==> src/rtl/retro_pinmux.sv <==
// Runtime pin multiplexer: per-pin function select over a small config bus, break-before-make
// turnaround on function changes, synchronised pad inputs. Define PINMUX_LOCK_EN for the lock register.
module retro_pinmux #(
    parameter int NUM_PIN     = 8,
    parameter int NUM_FUNC    = 4,
    parameter int SYNC_STAGES = 2,
    parameter int TURN_CYC    = 2,
    localparam int FW         = $clog2(NUM_FUNC),
    localparam int AW         = $clog2(NUM_PIN + 1),
    localparam int NPF        = NUM_PIN * NUM_FUNC
) (
    input  logic              clk_i,
    input  logic              rst_n_i,
    input  logic              cfg_valid_i,
    input  logic              cfg_we_i,
    input  logic [AW-1:0]     cfg_addr_i,
    input  logic [FW-1:0]     cfg_wdata_i,
    output logic              cfg_ready_o,
    output logic [FW-1:0]     cfg_rdata_o,
    input  logic [NPF-1:0]    func_out_i,
    input  logic [NPF-1:0]    func_oe_i,
    output logic [NPF-1:0]    func_in_o,
    input  logic [NUM_PIN-1:0] pad_in_i,
    output logic [NUM_PIN-1:0] pad_out_o,
    output logic [NUM_PIN-1:0] pad_oe_o
);

    localparam int              CW         = (TURN_CYC > 1) ? $clog2(TURN_CYC) : 1;
    localparam logic [CW-1:0]   CNT_RELOAD = CW'(TURN_CYC - 1);
    localparam logic [FW-1:0]   FUNC_MAX   = FW'(NUM_FUNC - 1);

    typedef enum logic {
        ST_ACTIVE = 1'b0,
        ST_TURN   = 1'b1
    } pin_state_e;

    logic               cfg_ready_q, cfg_ready_d;
    logic [FW-1:0]      cfg_rdata_q, cfg_rdata_d;
    logic               cfg_fire;
    logic               addr_is_pin;
    logic               pin_wr_en;
    logic               locked;
    logic [FW-1:0]      wr_val;
    logic [NUM_PIN-1:0] wr_hit;
    logic [FW-1:0]      pend_view [NUM_PIN];

    logic [NUM_PIN-1:0] pad_out_q, pad_out_d;
    logic [NUM_PIN-1:0] pad_oe_q, pad_oe_d;
    logic [NUM_PIN-1:0] sync_q [SYNC_STAGES];
    logic [NUM_PIN-1:0] sync_d [SYNC_STAGES];
    logic [NUM_PIN-1:0] pad_sync;

    // A request is taken only while the ack flop is low, which gives one ack per two cycles at most.
    assign cfg_fire    = cfg_valid_i && !cfg_ready_q;
    assign addr_is_pin = 32'(cfg_addr_i) < NUM_PIN;
    assign wr_val      = (32'(cfg_wdata_i) >= NUM_FUNC) ? FUNC_MAX : cfg_wdata_i;
    assign pin_wr_en   = cfg_fire && cfg_we_i && addr_is_pin && !locked;

`ifdef PINMUX_LOCK_EN
    logic lock_q, lock_d;

    always_comb begin
        lock_d = lock_q;
        if (cfg_fire && cfg_we_i && (32'(cfg_addr_i) == NUM_PIN) && cfg_wdata_i[0]) begin
            lock_d = 1'b1;
        end
    end

    always_ff @(posedge clk_i or negedge rst_n_i) begin
        if (!rst_n_i) begin
            lock_q <= 1'b0;
        end else begin
            lock_q <= lock_d;
        end
    end

    assign locked = lock_q;
`else
    assign locked = 1'b0;
`endif

    always_comb begin
        cfg_ready_d = cfg_fire;
        cfg_rdata_d = '0;
        if (cfg_fire && !cfg_we_i) begin
            for (int p = 0; p < NUM_PIN; p++) begin
                if (32'(cfg_addr_i) == p) begin
                    cfg_rdata_d = pend_view[p];
                end
            end
`ifdef PINMUX_LOCK_EN
            if (32'(cfg_addr_i) == NUM_PIN) begin
                cfg_rdata_d = FW'(lock_q);
            end
`endif
        end
    end

    always_ff @(posedge clk_i or negedge rst_n_i) begin
        if (!rst_n_i) begin
            cfg_ready_q <= 1'b0;
            cfg_rdata_q <= '0;
        end else begin
            cfg_ready_q <= cfg_ready_d;
            cfg_rdata_q <= cfg_rdata_d;
        end
    end

    always_comb begin
        sync_d[0] = pad_in_i;
        for (int i = 1; i < SYNC_STAGES; i++) begin
            sync_d[i] = sync_q[i-1];
        end
    end

    always_ff @(posedge clk_i or negedge rst_n_i) begin
        if (!rst_n_i) begin
            for (int i = 0; i < SYNC_STAGES; i++) begin
                sync_q[i] <= '0;
            end
        end else begin
            for (int i = 0; i < SYNC_STAGES; i++) begin
                sync_q[i] <= sync_d[i];
            end
        end
    end

    assign pad_sync = sync_q[SYNC_STAGES-1];

    for (genvar gi = 0; gi < NUM_PIN; gi++) begin : g_pin
        pin_state_e          state_q, state_d;
        logic [FW-1:0]       sel_q, sel_d;
        logic [FW-1:0]       pend_q, pend_d;
        logic [CW-1:0]       cnt_q, cnt_d;
        logic [NUM_FUNC-1:0] fout;
        logic [NUM_FUNC-1:0] foe;

        assign fout           = func_out_i[gi*NUM_FUNC +: NUM_FUNC];
        assign foe            = func_oe_i[gi*NUM_FUNC +: NUM_FUNC];
        assign wr_hit[gi]     = pin_wr_en && (32'(cfg_addr_i) == gi);
        assign pend_view[gi]  = pend_q;

        // A write during TURN restarts the window; writing back the live select cancels it.
        always_comb begin
            state_d = state_q;
            sel_d   = sel_q;
            pend_d  = pend_q;
            cnt_d   = cnt_q;
            case (state_q)
                ST_ACTIVE: begin
                    if (wr_hit[gi]) begin
                        pend_d = wr_val;
                        if (wr_val != sel_q) begin
                            cnt_d   = CNT_RELOAD;
                            state_d = ST_TURN;
                        end
                    end
                end
                ST_TURN: begin
                    if (wr_hit[gi]) begin
                        pend_d = wr_val;
                        cnt_d  = CNT_RELOAD;
                        if (wr_val == sel_q) begin
                            state_d = ST_ACTIVE;
                        end
                    end else if (cnt_q == '0) begin
                        sel_d   = pend_q;
                        state_d = ST_ACTIVE;
                    end else begin
                        cnt_d = cnt_q - CW'(1);
                    end
                end
                default: begin
                    state_d = ST_ACTIVE;
                end
            endcase
        end

        always_ff @(posedge clk_i or negedge rst_n_i) begin
            if (!rst_n_i) begin
                state_q <= ST_ACTIVE;
                sel_q   <= '0;
                pend_q  <= '0;
                cnt_q   <= '0;
            end else begin
                state_q <= state_d;
                sel_q   <= sel_d;
                pend_q  <= pend_d;
                cnt_q   <= cnt_d;
            end
        end

        assign pad_out_d[gi] = fout[sel_q];
        assign pad_oe_d[gi]  = (state_q == ST_ACTIVE) && foe[sel_q];

        // Only the selected function sees the pad; everything reads 0 while turning around.
        for (genvar gf = 0; gf < NUM_FUNC; gf++) begin : g_func
            assign func_in_o[gi*NUM_FUNC + gf] = (state_q == ST_ACTIVE) && (sel_q == FW'(gf))
                                                 && pad_sync[gi];
        end
    end

    always_ff @(posedge clk_i or negedge rst_n_i) begin
        if (!rst_n_i) begin
            pad_out_q <= '0;
            pad_oe_q  <= '0;
        end else begin
            pad_out_q <= pad_out_d;
            pad_oe_q  <= pad_oe_d;
        end
    end

    assign pad_out_o   = pad_out_q;
    assign pad_oe_o    = pad_oe_q;
    assign cfg_ready_o = cfg_ready_q;
    assign cfg_rdata_o = cfg_rdata_q;

endmodule

==> config.mk <==
export PLATFORM = sky130hd
export DESIGN_NAME = retro_pinmux
export DESIGN_NICKNAME = d
export VERILOG_FILES = /design/src/rtl/retro_pinmux.sv
export SDC_FILE = /design/constraint.sdc
export NUM_CORES = 1
export LEC_CHECK = 0
export ABC_AREA = 1
export CORE_MARGIN = 5
export CORE_UTILIZATION = 30
export CTS_CLUSTER_DIAMETER = 80
export DETAILED_ROUTE_END_ITERATION = 10
export GPL_TIMING_DRIVEN = 0
export SETUP_SLACK_MARGIN = 0.15
export SYNTH_ARGS = -nofsm -noshare
export SYNTH_HDL_FRONTEND = slang
export SYNTH_SLANG_ARGS = --single-unit
==> constraint.sdc <==
create_clock -name clk_i -period 1.46 [get_ports clk_i]
set_clock_uncertainty 0.2 [all_clocks]
set_input_delay 0.292 -clock clk_i [delete_from_list [all_inputs] [get_ports clk_i]]
set_output_delay 0.292 -clock clk_i [all_outputs]
set_load 0.05 [all_outputs]
### Word level (Yosys, flattened, before mapping)

Cells that the tools add are included.

* logic and storage cells: 390
* output and inout bits: 51
* register bits: 83

* reduce and logical (&&, ||, !) cells: 111
* bitwise logic cells: 24
* add/sub/neg operators: 8
* equal/unequal tests: 63
* mux-type cells: 137
* magnitude comparators: 9

Operators by type and width (count)
* two-way mux 1 bit: 88
* logical AND 1 bit: 84
* two-way mux 2 bit: 17
* binary-select mux 1 bit (select 2 bit): 16
* == test 2 bit, second input constant: 16
* inequality test 2 bit, second input constant: 16
* case mux 1 bit (2 select lines): 16
* less-than comparator 2 x 3 -> 1 bit, second input constant: 8
* NOT 1 bit: 24
* AND reduction 3 bit: 8
* == test 2 x 1 -> 1 bit, second input constant: 8
* == test 2 bit: 8
* == test 4 x 3 -> 1 bit, second input constant: 4
* logical NOT 2 bit: 8
* inequality test 2 bit: 8
* AND reduction 2 bit: 8
* == test 4 x 2 -> 1 bit, second input constant: 2
* subtractor 1 bit, second input constant: 8
* == test 4 x 1 -> 1 bit, second input constant: 1
* logical NOT 4 bit: 1
* less-than comparator 4 bit, second input constant: 1
* logical NOT 1 bit: 2

### Depth between registers and ports, before layout

* depth after elaboration: 10
* gate-level depth with buffers: 11
* gate-level depth less buffers: 11

### Least setup slack after synthesis

No wires, ideal clock.

* path type: reg2out
* from: register g_pin[3].sel_q[0]
* to: output port func_in_o[13]
* arrival: 1.772 ns
* stages on the path, launching flop included: 4
* setup slack: -0.804 ns
* data required time: 0.968 ns
* cells stage by stage: dfrtp_1 > clkbuf_1 > inv_1 > nor3_1

* word-level cells in the longest chain between the ends: 3

RTL lines
* from (decl): line 132 `logic [FW-1:0] sel_q, sel_d;`
* from (signal assigned): line 187 `sel_q <= sel_d;`
* == test 2 x 1 -> 1 bit: line 198 `assign func_in_o[gi*NUM_FUNC + gf] = (state_q == ST_ACTIVE) && (sel_q == FW'(gf))`
* logical AND 1 bit: line 198
* logical AND 1 bit: line 199 `&& pad_sync[gi];`
* to (decl): line 22 `output logic [NPF-1:0] func_in_o,`

No other way between the ends.

### Worst setup path after layout

* from: register g_pin[4].sel_q[1]
* to: output port func_in_o[17]

* word-level cells in the longest chain between the ends: 3

RTL lines (line)
* from (decl): 132
* from (signal assigned): 187
* == test 2 x 1 -> 1 bit: 198
* logical AND 1 bit: 198
* logical AND 1 bit: 199

No other way between the ends.

==> impl_metrics.toml <==
[logic_synthesis]
syn_area_um2 = 4020
ys.warnings.count = 0
synth_cell_types = 23
synth_top_area_share = 0.517
synth_flop_cell = "dfrtp_1"
ys_seq_area_frac = 0.517
synth_top_cell_by_area = "dfrtp_1"
synth_fp_nets = 564
yosysMostFrequentCell = "nand2_1"
synth_top_cells_by_area = "dfrtp_1 52%, nand2_1 9.4%, nand3_1 7.1%"
synth_edf_count = 0
synth-async-reset-ratio = 1.00
synth.top_cells.by_count = "101 x nand2_1, 83 x dfrtp_1, 57 x nand3_1, 51 x inv_1, 48 x nor2_1"
avgSynthCellArea_um2 = 8.34
ys_seq_elements = 83
syn_inst = 482

[power_and_ir_drop]
pwr_density_cell_nw_per_um2 = 1430
clock_power_share = 0.225
leakagePower_uw = 0.00358
p_comb_frac = 0.503
ir_worst_vdd_mv = 0.714
power_uw = 11300
swShare = 0.383
p_sw_uw = 4320
p_int_uw = 6970
p_seq_frac = 0.272

[global_routing]
grtUsageMet3 = 0.0584
overflow = 0
grtUsageMet2 = 0.272
grt_antenna_before_repair = 1
grt_pass1_vias = 4268
track_usage = 0.157
grt_pass1_wl_um = 20400
grt_start_max_net_pins = 48
busiest_layer = "met2"
met1_usage = 0.184

[place]
gp_congestion = 0.787
port_buffers = 132
dpl.hpwl_um = 8180

[floorplan]
rows = 42
dieArea_um2 = 15800
die_h_um = 126
ioPinCount = 133
initial_utilization = 0.305
fp.coreArea_um2 = 13200
die_x_um = 126

[sta]
fin_setup_tns_ps = -11480
finalSetupViolations = 78
rsz0062_at_grt = "yes"
holdWs_ps = -275
max_slew_margin = 0.649
setup_ws_ps = -291
hold_viol = 36
finalMaxSlewViolations = 0
fin_crit_sh = 1.20
clock.fmax_ghz = 0.571
min_period_ps = 1750
worst_pin_slew_ps = 527

[clocking]
cts-root-buf = "clkbuf_16"
cts_tree = "yes"
cts_num_sinks = 83
cts_inserted_buffers = 9
cts.clk_slew.worst_paths_ps = 60
htree_levels = 3
cts.path.max_buffers = 2
clk_latency_ps = 340

[worst_hold_path]
hold_path_class = "primary input to asynchronous set/reset pin"

[critical_path]
crit_chain = "buf_6 -> nor3_4 -> buf_6"
arrival_ps = 1260
slowest_stage = "dfrtp_1"
cp-end-kind = "output pin"
critPathMostFrequentCell = "buf_6"
crit_required_ps = 970
cp_slowest_stage_delay_ps = 400
cp_max_fo = 6
critPathLaunchType = "flip-flop"
critPathKind = "flip-flop to output pin"

[outcome]
failed_checks = "hold timing, setup timing"
outcome = "finished, violations left"

[drt]
wl_um = 12700
wire_per_inst_um = 14.2
vias_per_cell = 4.62
drc = 0
drt.antenna.violating_nets = 0
vias = 4141
drt_pass1_iterations = 4
drtIter0Drc = 144

[final_layout]
nets = 799
final_util = 0.600
area_growth_pct = 96.8
drive_above_1_share = 0.499
n_fill_cell = 1122

[flow_run]
maxCapViolCount = 0
-- layout make-up --
type | count | area [um2] | share of cell area
multi-input cells | 329 | 2560 | 0.323
repair buffers | 223 | 2240 | 0.283
flip-flops and latches | 83 | 2080 | 0.263
inverters | 53 | 259 | 0.0327
clock buffers | 11 | 233 | 0.0294
plain buffers | 18 | 229 | 0.0289
well taps | 176 | 220 | 0.0278
clock inverters | 3 | 90.1 | 0.0114
diodes | 1 | 2.50 | 0.000316
-- power groups by stage --
| stage | sequential [uW] | combinational, uW | clock [uW] |
|---|---|---|---|
| 6_report | 3080 | 5680 | 2540 |
| 5_1_grt | 3130 | 6030 | 2700 |
| 4_1_cts | 3050 | 5060 | 2610 |
| 3_5_place_dp | 3070 | 4240 | 0 |
| 3_3_place_gp | 3060 | 4180 | 0 |
| 2_1_floorplan | 3640 | 2430 | 0 |
-- worst paths after layout --
| kind | startpoint | endpoint | slack [ps] | cells past startpoint |
|---|---|---|---|---|
| min in group clk_i | sync_d[2] | pad_sync[2] | 150 | 0 |
| worst max register to register | cfg_ready_o | g_pin[2].sel_q[1] | -150 | 9 |
| worst min-delay path | rst_n_i | pad_out_o[2] | -270 | 1 |
| worst min register to register | sync_d[2] | pad_sync[2] | 150 | 0 |
| max in group asynchronous | rst_n_i | pad_oe_o[7] | 730 | 2 |
| worst max-delay path | g_pin[4].sel_q[1] | func_in_o[17] | -290 | 3 |
-- metrics by stage --
step	cell area (um2)	std cells	worst slack (ps)	hold WS (ps)
3_5_place_dp	6270	791	-649	108
5_1_grt	7910	896	-355	-239
3_3_place_gp	6250	790	-3580	131
4_1_cts	7340	866	-314	-264
6_report	7910	897	-291	-275
2_1_floorplan	4700	482	-86.0	-204
-- critical path, delay by kind of cell (launching register included) --
kind	cells	cell delay (ps)
AND/OR/NAND/NOR	1	180
flip-flops	1	400
buffers and inverters	2	330
-- layout by cell type, fill, tap and decap left out, drive strengths merged, types with 2 or more instances in the layout --
cell and count:
nand3 57, bufinv 3, a21oi 7, buf 162, clkdlybuf4s50 73, clkbuf 13
nor2 65, a31oi 16, xor2 12, dlygate4sd2 3, xnor2 2, inv 53
dfrtp 83, o21ai 28, nor3 17, nand2 108, a22oi 16
-- registers in the layout (all words and copies together) (netlist names) --
signal         flops
g_pin.cnt_q        8
cfg_rdata_o        2
sync_d             8
g_pin.pend_q      16
pad_out_o          8
cfg_ready_o        1
pad_sync           8
pad_oe_o           8
g_pin.state_q      8
g_pin.sel_q       16
-- kinds of logic (layout without fill, tap and decap cells) --
kind of cell,after synthesis,count (layout),share of synthesized area
xor+xnor,14,14,0.0305
flops,83,83,0.517
compound gates,67,67,0.0993
other cells,0,1,0
buf+inv,71,308,0.0675
simple gates,247,248,0.286
-- what timing repair did --
| action | CTS | global route |
|---|---|---|
| endpoints found under the setup margin | 101 | 117 |
| pin swaps | 61 | 47 |
| endpoints found under the hold margin | 36 | 36 |
| resized for setup | 439 | 106 |
| buffers inserted | 61 | 29 |
| gates cloned | 0 | 1 |
-- metal layers --
layer,vias to the layer above,routed length [um]
met4,2,145
met5,-,13
li1,2066,-
met1,1970,5010
met2,89,6800
met3,14,749
(Power assumes the default switching activity.)
